**src/rtl/mc_controller.sv**
```systemverilog
// Multi-cycle MIPS control FSM (FETCH/DECODE/EXEC/MEM/WB); MC_ILLEGAL_TRAP_EN enables the HALT trap on unknown encodings.
// Latency 2..4+MEM_LAT cycles per instruction; no backpressure, outputs are combinational from state, op, funct and zero.
module mc_controller #(
    parameter int MEM_LAT = 1,
    parameter int ALUOP_W = 3
) (
    input  logic               clk,
    input  logic               reset,
    input  logic [5:0]         op,
    input  logic [5:0]         funct,
    input  logic               zero,
    output logic               PCWr,
    output logic               IRWr,
    output logic [1:0]         NPCSel,
    output logic               RegWrite,
    output logic [1:0]         RegDst,
    output logic [1:0]         MemtoReg,
    output logic               MemWrite,
    output logic               ALUSrc,
    output logic               ExtOp,
    output logic [ALUOP_W-1:0] ALUOp,
    output logic [2:0]         state,
    output logic               instr_done,
    output logic               illegal
);

    typedef enum logic [2:0] {
        S_FETCH  = 3'd0,
        S_DECODE = 3'd1,
        S_EXEC   = 3'd2,
        S_MEM    = 3'd3,
        S_WB     = 3'd4,
        S_HALT   = 3'd5
    } state_t;

    localparam logic [5:0] OP_R    = 6'b000000;
    localparam logic [5:0] OP_LW   = 6'b100011;
    localparam logic [5:0] OP_SW   = 6'b101011;
    localparam logic [5:0] OP_BEQ  = 6'b000100;
    localparam logic [5:0] OP_LUI  = 6'b001111;
    localparam logic [5:0] OP_ORI  = 6'b001101;
    localparam logic [5:0] OP_JAL  = 6'b000011;
    localparam logic [5:0] FN_ADDU = 6'b100001;
    localparam logic [5:0] FN_SUBU = 6'b100011;
    localparam logic [5:0] FN_JR   = 6'b001000;

    localparam logic [3:0]         CNT_LAST = 4'(MEM_LAT - 1);
    localparam logic [ALUOP_W-1:0] ALU_ADD  = ALUOP_W'(0);
    localparam logic [ALUOP_W-1:0] ALU_SUB  = ALUOP_W'(1);
    localparam logic [ALUOP_W-1:0] ALU_OR   = ALUOP_W'(2);
    localparam logic [ALUOP_W-1:0] ALU_LUI  = ALUOP_W'(3);

    state_t     state_q, state_d;
    logic [3:0] cnt_q, cnt_d;

    logic is_r, is_addu, is_subu, is_jr, is_lw, is_sw, is_beq, is_lui, is_ori, is_jal, is_legal;
    logic pc_wr, ir_wr, reg_wr, mem_wr, alu_en;
    logic alu_src, ext_op;
    logic [ALUOP_W-1:0] alu_op;

    assign is_r     = (op == OP_R);
    assign is_addu  = is_r && (funct == FN_ADDU);
    assign is_subu  = is_r && (funct == FN_SUBU);
    assign is_jr    = is_r && (funct == FN_JR);
    assign is_lw    = (op == OP_LW);
    assign is_sw    = (op == OP_SW);
    assign is_beq   = (op == OP_BEQ);
    assign is_lui   = (op == OP_LUI);
    assign is_ori   = (op == OP_ORI);
    assign is_jal   = (op == OP_JAL);
    assign is_legal = is_addu | is_subu | is_jr | is_lw | is_sw | is_beq | is_lui | is_ori | is_jal;

    // ALU controls depend only on the instruction, so EXEC/MEM/WB all present the same values
    always_comb begin
        alu_src = is_lw | is_sw | is_ori | is_lui;
        ext_op  = is_lw | is_sw | is_beq;
        alu_op  = ALU_ADD;
        if (is_subu || is_beq) alu_op = ALU_SUB;
        else if (is_ori)       alu_op = ALU_OR;
        else if (is_lui)       alu_op = ALU_LUI;
    end

    always_ff @(posedge clk) begin
        if (reset) begin
            state_q <= S_FETCH;
            cnt_q   <= 4'd0;
        end else begin
            state_q <= state_d;
            cnt_q   <= cnt_d;
        end
    end

`ifdef MC_ILLEGAL_TRAP_EN
    logic halt;
`endif

    always_comb begin
        state_d    = state_q;
        cnt_d      = cnt_q;
        pc_wr      = 1'b0;
        ir_wr      = 1'b0;
        reg_wr     = 1'b0;
        mem_wr     = 1'b0;
        alu_en     = 1'b0;
        NPCSel     = 2'd0;
        RegDst     = 2'd0;
        MemtoReg   = 2'd0;
        instr_done = 1'b0;
`ifdef MC_ILLEGAL_TRAP_EN
        halt       = 1'b0;
`endif
        case (state_q)
            S_FETCH: begin
                pc_wr   = 1'b1;
                ir_wr   = 1'b1;
                state_d = S_DECODE;
            end
            S_DECODE: begin
                if (is_jal) begin
                    pc_wr      = 1'b1;
                    NPCSel     = 2'd2;
                    reg_wr     = 1'b1;
                    RegDst     = 2'd2;
                    MemtoReg   = 2'd2;
                    instr_done = 1'b1;
                    state_d    = S_FETCH;
                end else if (is_jr) begin
                    pc_wr      = 1'b1;
                    NPCSel     = 2'd3;
                    instr_done = 1'b1;
                    state_d    = S_FETCH;
                end else if (is_legal) begin
                    state_d = S_EXEC;
                end else begin
`ifdef MC_ILLEGAL_TRAP_EN
                    state_d = S_HALT;
`else
                    instr_done = 1'b1;
                    state_d    = S_FETCH;
`endif
                end
            end
            S_EXEC: begin
                alu_en = 1'b1;
                if (is_beq) begin
                    pc_wr      = zero;
                    NPCSel     = 2'd1;
                    instr_done = 1'b1;
                    state_d    = S_FETCH;
                end else if (is_lw || is_sw) begin
                    cnt_d   = 4'd0;
                    state_d = S_MEM;
                end else begin
                    state_d = S_WB;
                end
            end
            S_MEM: begin
                alu_en = 1'b1;
                if (cnt_q != 4'hF) cnt_d = cnt_q + 4'd1;
                if (cnt_q == CNT_LAST) begin
                    if (is_lw) begin
                        state_d = S_WB;
                    end else begin
                        mem_wr     = is_sw;
                        instr_done = 1'b1;
                        state_d    = S_FETCH;
                    end
                end
            end
            S_WB: begin
                alu_en     = 1'b1;
                reg_wr     = 1'b1;
                RegDst     = is_r  ? 2'd1 : 2'd0;
                MemtoReg   = is_lw ? 2'd1 : 2'd0;
                instr_done = 1'b1;
                state_d    = S_FETCH;
            end
            S_HALT: begin
`ifdef MC_ILLEGAL_TRAP_EN
                halt    = 1'b1;
                state_d = S_HALT;
`else
                state_d = S_FETCH;
`endif
            end
            default: state_d = S_FETCH;
        endcase
    end

    // Write enables are masked while reset is high so an abandoned instruction leaves no trace
    assign PCWr     = pc_wr  & ~reset;
    assign IRWr     = ir_wr  & ~reset;
    assign RegWrite = reg_wr & ~reset;
    assign MemWrite = mem_wr & ~reset;
    assign ALUSrc   = alu_en & alu_src;
    assign ExtOp    = alu_en & ext_op;
    assign ALUOp    = alu_en ? alu_op : ALU_ADD;
    assign state    = state_q;

`ifdef MC_ILLEGAL_TRAP_EN
    assign illegal = halt & ~reset;
`else
    assign illegal = 1'b0;
`endif

endmodule

```
**config.mk**
```make
export PLATFORM = sky130hd
export DESIGN_NAME = mc_controller
export DESIGN_NICKNAME = d
export VERILOG_FILES = /design/src/rtl/mc_controller.sv
export SDC_FILE = /design/constraint.sdc
export NUM_CORES = 1
export LEC_CHECK = 0
export CAP_MARGIN = 20
export CORE_MARGIN = 3
export CORE_UTILIZATION = 30
export CTS_CLUSTER_SIZE = 16
export DETAILED_ROUTE_END_ITERATION = 8
export DONT_BUFFER_PORTS = 1
export SYNTH_ARGS = -nofsm -noshare
export SYNTH_HDL_FRONTEND = slang
export SYNTH_SLANG_ARGS = --single-unit
```
**constraint.sdc**
```tcl
create_clock -name clk -period 3.7 [get_ports clk]
set_clock_uncertainty 0.15 [all_clocks]
set_input_delay 0.185 -clock clk [delete_from_list [all_inputs] [get_ports clk]]
set_output_delay 0.185 -clock clk [all_outputs]
set_load 0.01 [all_outputs]
```
==> results.toml, run 1 <==
[outcome]
status = "completed"

[clock_tree]
clk_pin_slew_worst_paths_ps = 50
cts_num_sinks = 7
clock_latency_ps = 250
clockBufferDepth = 2
htree_levels = 1
cts_made_buffers = 3
cts_tree = "yes"
postCtsSetupRepairBufs = 0
root_buffer = "clkbuf_4"

[floorplan]
num_rows = 18
start_util = 0.3245
die_h_um = 58.47
io_pins = 35
die_w_um = 58.47
coreArea_mm2 = 0.002545
design.die.area_mm2 = 0.003418

[pwr]
power_density_mw_per_mm2 = 209.0
power.static_leakage_nw = 0.2925
total_power_mw = 0.1799
peakVddDrop_mv = 0.1644

[critical_path]
crit_type = "flop to output pin"
r2r_slack_ps = 1760
cp.required_ps = 3370
reg2reg_to = "cnt_q[3]"
cp.arrival_ps = 2050
crit_fanout = 19
worstRegToRegCells = 4
r2r_start = "state[1]"
startpoint_type = "flop"
end_kind = "output pin"

[placed_design]
gp_congestion = 0.8737
dp.cells = 132
post-dp-hpwl_um = 1629
preCtsSetupSlack_ps = 1614
io_buffer_count = 0

[timing]
slew_headroom = 0.5603
tightest_slew_ps = 658.7
hold_viol_final = 0
period_minus_slack_ps = 2381
fin_tns_setup_ps = 0
max_freq_ghz = 0.4201
rsz0062_at_grt = "no"
slew_viol_final = 0
layout_setup_ws_ps = 1319
fin_crit_sh = 0.6434
setup_violations = 0

[grt]
grt_pass1_vias = 712
grt_pass1_wl_um = 3312
grt_overflow = 0
grtUsageTotal = 0.1239
antenna_found_initial = 0
grt_max_degree = 20

[logic_synthesis]
synth_top_cell_area_share = 0.1697
synth_cell_types = 46
synth_top_cell_by_area = "dfxtp_1"
synth_warnings = 0
synthArstFlopShare = 0
syn_area_um2 = 825.8
yosys-top-cells-area = "dfxtp_1, a21oi_1, nand3_1"
ys_seq_area_frac = 0.1697
postSynthCellCount = 109
ys.flop_type = "dfxtp_1"
synth_edf_count = 0
synth_seq_cells = 7
synth_area_per_cell_um2 = 7.576

[routing]
drt_iter0_drc = 61
wl_um = 2169
drtPass1Iterations = 3
vias_per_cell = 5.854
drcViolationCount = 0
vias = 802
ant_nets = 0
wl_per_cell_um = 15.83

[cells_and_area]
mostFrequentLayoutCells = "nand2_1, nand3_1, a21oi_1, dfxtp_1, inv_1"
nFillCells = 278
area_growth_pct = 4.242
insertedDiodeCount = 0
fin_nets = 125
layout-drive-gt1-share = 0.1402
final_common_cell = "nand2_1"
final_cells = 137

[job]
maxCapViolations = 0

[hold_path]
holdPathStages = 2
hold_class = "primary input to flop"
whs_endpoint = "state[2]"
min_from = "reset"
-- through the flow --
stage / hold slack, ps / area [µm²] / utilization
6_report: 8.452 / 860.8 / 0.3383
5_1_grt: 7.032 / 860.8 / 0.3383
4_1_cts: 7.816 / 860.8 / 0.3383
3_5_place_dp: 110.4 / 824.5 / 0.3240
3_3_place_gp: 108.7 / 824.5 / 0.3240
2_1_floorplan: 272.9 / 829.5 / -
-- registers in the layout (all words and copies together) (netlist names) --
signal	flops
cnt_q	4
state	3
-- kinds of logic (layout without fill, tap and decap cells) --
logic type / Yosys count / in the layout / share of synthesized area
and+or+nand+nor: 55 / 55 / 0.4500
AOI/OAI and AO/OA: 31 / 31 / 0.2712
buffers and inverters: 13 / 10 / 0.07423
DFF: 7 / 7 / 0.1697
adders and majority gates: 2 / 2 / 0.03030
other: 1 / 2 / 0.004541
-- timing repair --
| item | in CTS | in global routing |
|---|---|---|
| hold buffers | 1 | 0 |
| hold endpoints to repair | 6 | 0 |
| gates resized for setup | 0 | 0 |
-- final cells by class --
cell class	instances	area, µm²	share of cell area
Clock buffer	4	26.28	0.03052
Sequential cell	7	140.1	0.1628
Tap cell	30	37.54	0.04360
Multi-Input combinational cell	90	628.1	0.7297
Timing Repair Buffer	1	10.01	0.01163
Inverter	5	18.77	0.02180
-- how the worst max path moves through the flow --
stage	cells after the start	from	to	slack, ps
final	4	state[0]	instr_done	1320
after global routing	4	state[0]	instr_done	1190
after CTS	4	state[0]	instr_done	1340
after detailed placement	4	state[0]	instr_done	1610
after global placement	4	state[0]	instr_done	1640
after floorplan	5	state[0]	RegDst[1]	1820
-- report_power, final --
group / total (mW) / switching [mW] / internal, mW / leakage (nW)
Sequential: 0.0820 / 0.00538 / 0.0766 / 0.0567
Clock: 0.0682 / 0.0271 / 0.0411 / 0.0150
Combinational: 0.0297 / 0.0165 / 0.0132 / 0.221
Total: 0.180 / 0.0490 / 0.131 / 0.292
-- layer usage --
| metal | track usage | up-vias | share of wire |
|---|---|---|---|
| met3 | 0.05263 | 2 | 0.081 |
| met1 | 0.1444 | 374 | 0.43 |
| met2 | 0.2185 | 24 | 0.49 |
| met4 | 0.009934 | 0 | 0.0065 |
| li1 | - | 402 | - |
| met5 | 0 | - | 0 |
-- critical path, cell delays in order, from the launching register on --
cell and delay [ps]:
dfxtp_1 740, inv_1 200, or3_1 450, a211o_1 240, o211ai_1 160
-- Yosys cell counts, types with 3 or more instances --
cell type	number
a21oi_1	7
o21ai_0	3
nor2_1	4
clkbuf_1	4
nand3_1	7
nor3b_1	4
inv_1	5
dfxtp_1	7
buf_4	3
a211oi_1	3
nor4_1	3
nor2b_1	3
nand2_1	9
a21boi_0	3
Power figures use the tool's default switching activity.
==> run 2, diff against run 1 <==
clock period = 2.25 ns   (was 3.7 ns; I/O delays follow)
==> run 2 against run 1 <==
Effect of this change:
- sequential share of layout area decreased by 0.55 points
- sequential power rose by 55%
- worst hold slack better by 17 ps
==> results.toml, run 2 (same netlist as run 1, synthesis figures left out) <==
[cells_and_area]
regMostFlops = "cnt_q"
final_cells = 141
design_area_um2 = 890.9
insertedDiodeCount = 0
final_core_util = 0.3500
mostFrequentLayoutCells = "nand2_1, nand3_1, a21oi_1, dfxtp_1, inv_1"
fin_nets = 129
final_common_cell = "nand2_1"
area_growth_pct = 7.879
largest_reg_flops = 4
layout-drive-gt1-share = 0.1712

[critical_path]
r2r_slack_ps = 450
cp.required_ps = 1990
crit_start = "state[2]"
crit_fanout = 10
r2r_start = "state[2]"
crit_type = "flop to output pin"
end_kind = "output pin"
startpoint_type = "flop"
cp.arrival_ps = 1720
crit_path_end = "ALUOp[0]"
reg2reg_to = "cnt_q[3]"
worstRegToRegCells = 4

[pwr]
power_density_mw_per_mm2 = 336.9
power.static_leakage_nw = 0.3134
peakVddDrop_mv = 0.2974
total_power_mw = 0.3002

[routing]
vias_per_cell = 5.752
drtPass1Iterations = 4
drt_iter0_drc = 60
wl_um = 2084
drcViolationCount = 0
vias = 811
ant_nets = 0
wl_per_cell_um = 14.78

[clock_tree]
clock_latency_ps = 250
clk_pin_slew_worst_paths_ps = 50
cts_tree = "yes"
postCtsResizedCells = 0
cts_num_sinks = 7
clockBufferDepth = 2
cts_hold_buf = 1
postCtsSetupRepairBufs = 0
cts_made_buffers = 3
root_buffer = "clkbuf_4"
htree_levels = 1

[placed_design]
io_buffer_count = 0
post-dp-hpwl_um = 1644
placed_cell_area_um2 = 854.6
dp.cells = 136
preCtsSetupSlack_ps = 442.9
gp_congestion = 0.7306

[grt]
antenna_found_initial = 0
grt_pass1_wl_um = 3374
grt_max_degree = 13
grt_overflow = 0
grtUsageTotal = 0.1266
grt_pass1_vias = 751

[floorplan]
io_pins = 35
design.die.area_mm2 = 0.003418
num_rows = 18
start_util = 0.3245
coreArea_mm2 = 0.002545
die_h_um = 58.47
die_w_um = 58.47

[timing]
hold_slack_ps = 25.12
slew_viol_final = 0
tightest_slew_ps = 557.1
hold_viol_final = 0
fin_crit_sh = 0.8804
period_minus_slack_ps = 1981
setup_violations = 0
slew_headroom = 0.6278
max_freq_ghz = 0.5048
rsz0062_at_grt = "no"
layout_setup_ws_ps = 269.1
fin_tns_setup_ps = 0

[job]
maxCapViolations = 0

[hold_path]
holdPathStages = 3
hold_class = "primary input to flop"

[outcome]
status = "completed"
[run 2: cell count changes in the layout (fill, tap and decap cells not counted)]
cell / before / now
buf_4: 0 / 4
[run 2: worst min path at each step]
stage                  start   endpoint  slack, ps
floorplan              op[1]  RegDst[0]        130
global placement       reset   cnt_q[1]         40
detailed placement     reset   cnt_q[0]         40
CTS                 funct[3]   state[1]         20
global route        funct[3]   state[1]         30
finish              funct[3]   state[1]         30
[run 2: area by class of cell]
| class | instances | area (µm²) |
|---|---|---|
| clock buffers | 4 | 26.28 |
| fillers | 267 | 1654 |
| inverters | 5 | 18.77 |
| multi-input cells | 90 | 628.1 |
| flip-flops and latches | 7 | 140.1 |
| well taps | 30 | 37.54 |
| repair buffers | 5 | 40.04 |
[run 2: critical path: stages, from the launching register on]
cell and delay [ps]:
dfxtp_1 540, nand2b_1 110, or2_2 330, nand2_1 130, a21boi_0 360
[run 2: where the power goes]
group          internal, mW  switching (mW)  leakage (nW)
Clock                0.0675          0.0441        0.0150
Sequential            0.126         0.00119        0.0567
Combinational        0.0254          0.0359         0.242
Total                 0.219          0.0812         0.313
[run 2: layer usage]
metal  part of all wire  wire length, µm  global-route usage
met3              0.090              188             0.05702
met2               0.48             1008              0.2137
met4                  0                0            0.009934
met5                  0                0                   0
met1               0.43              887              0.1536
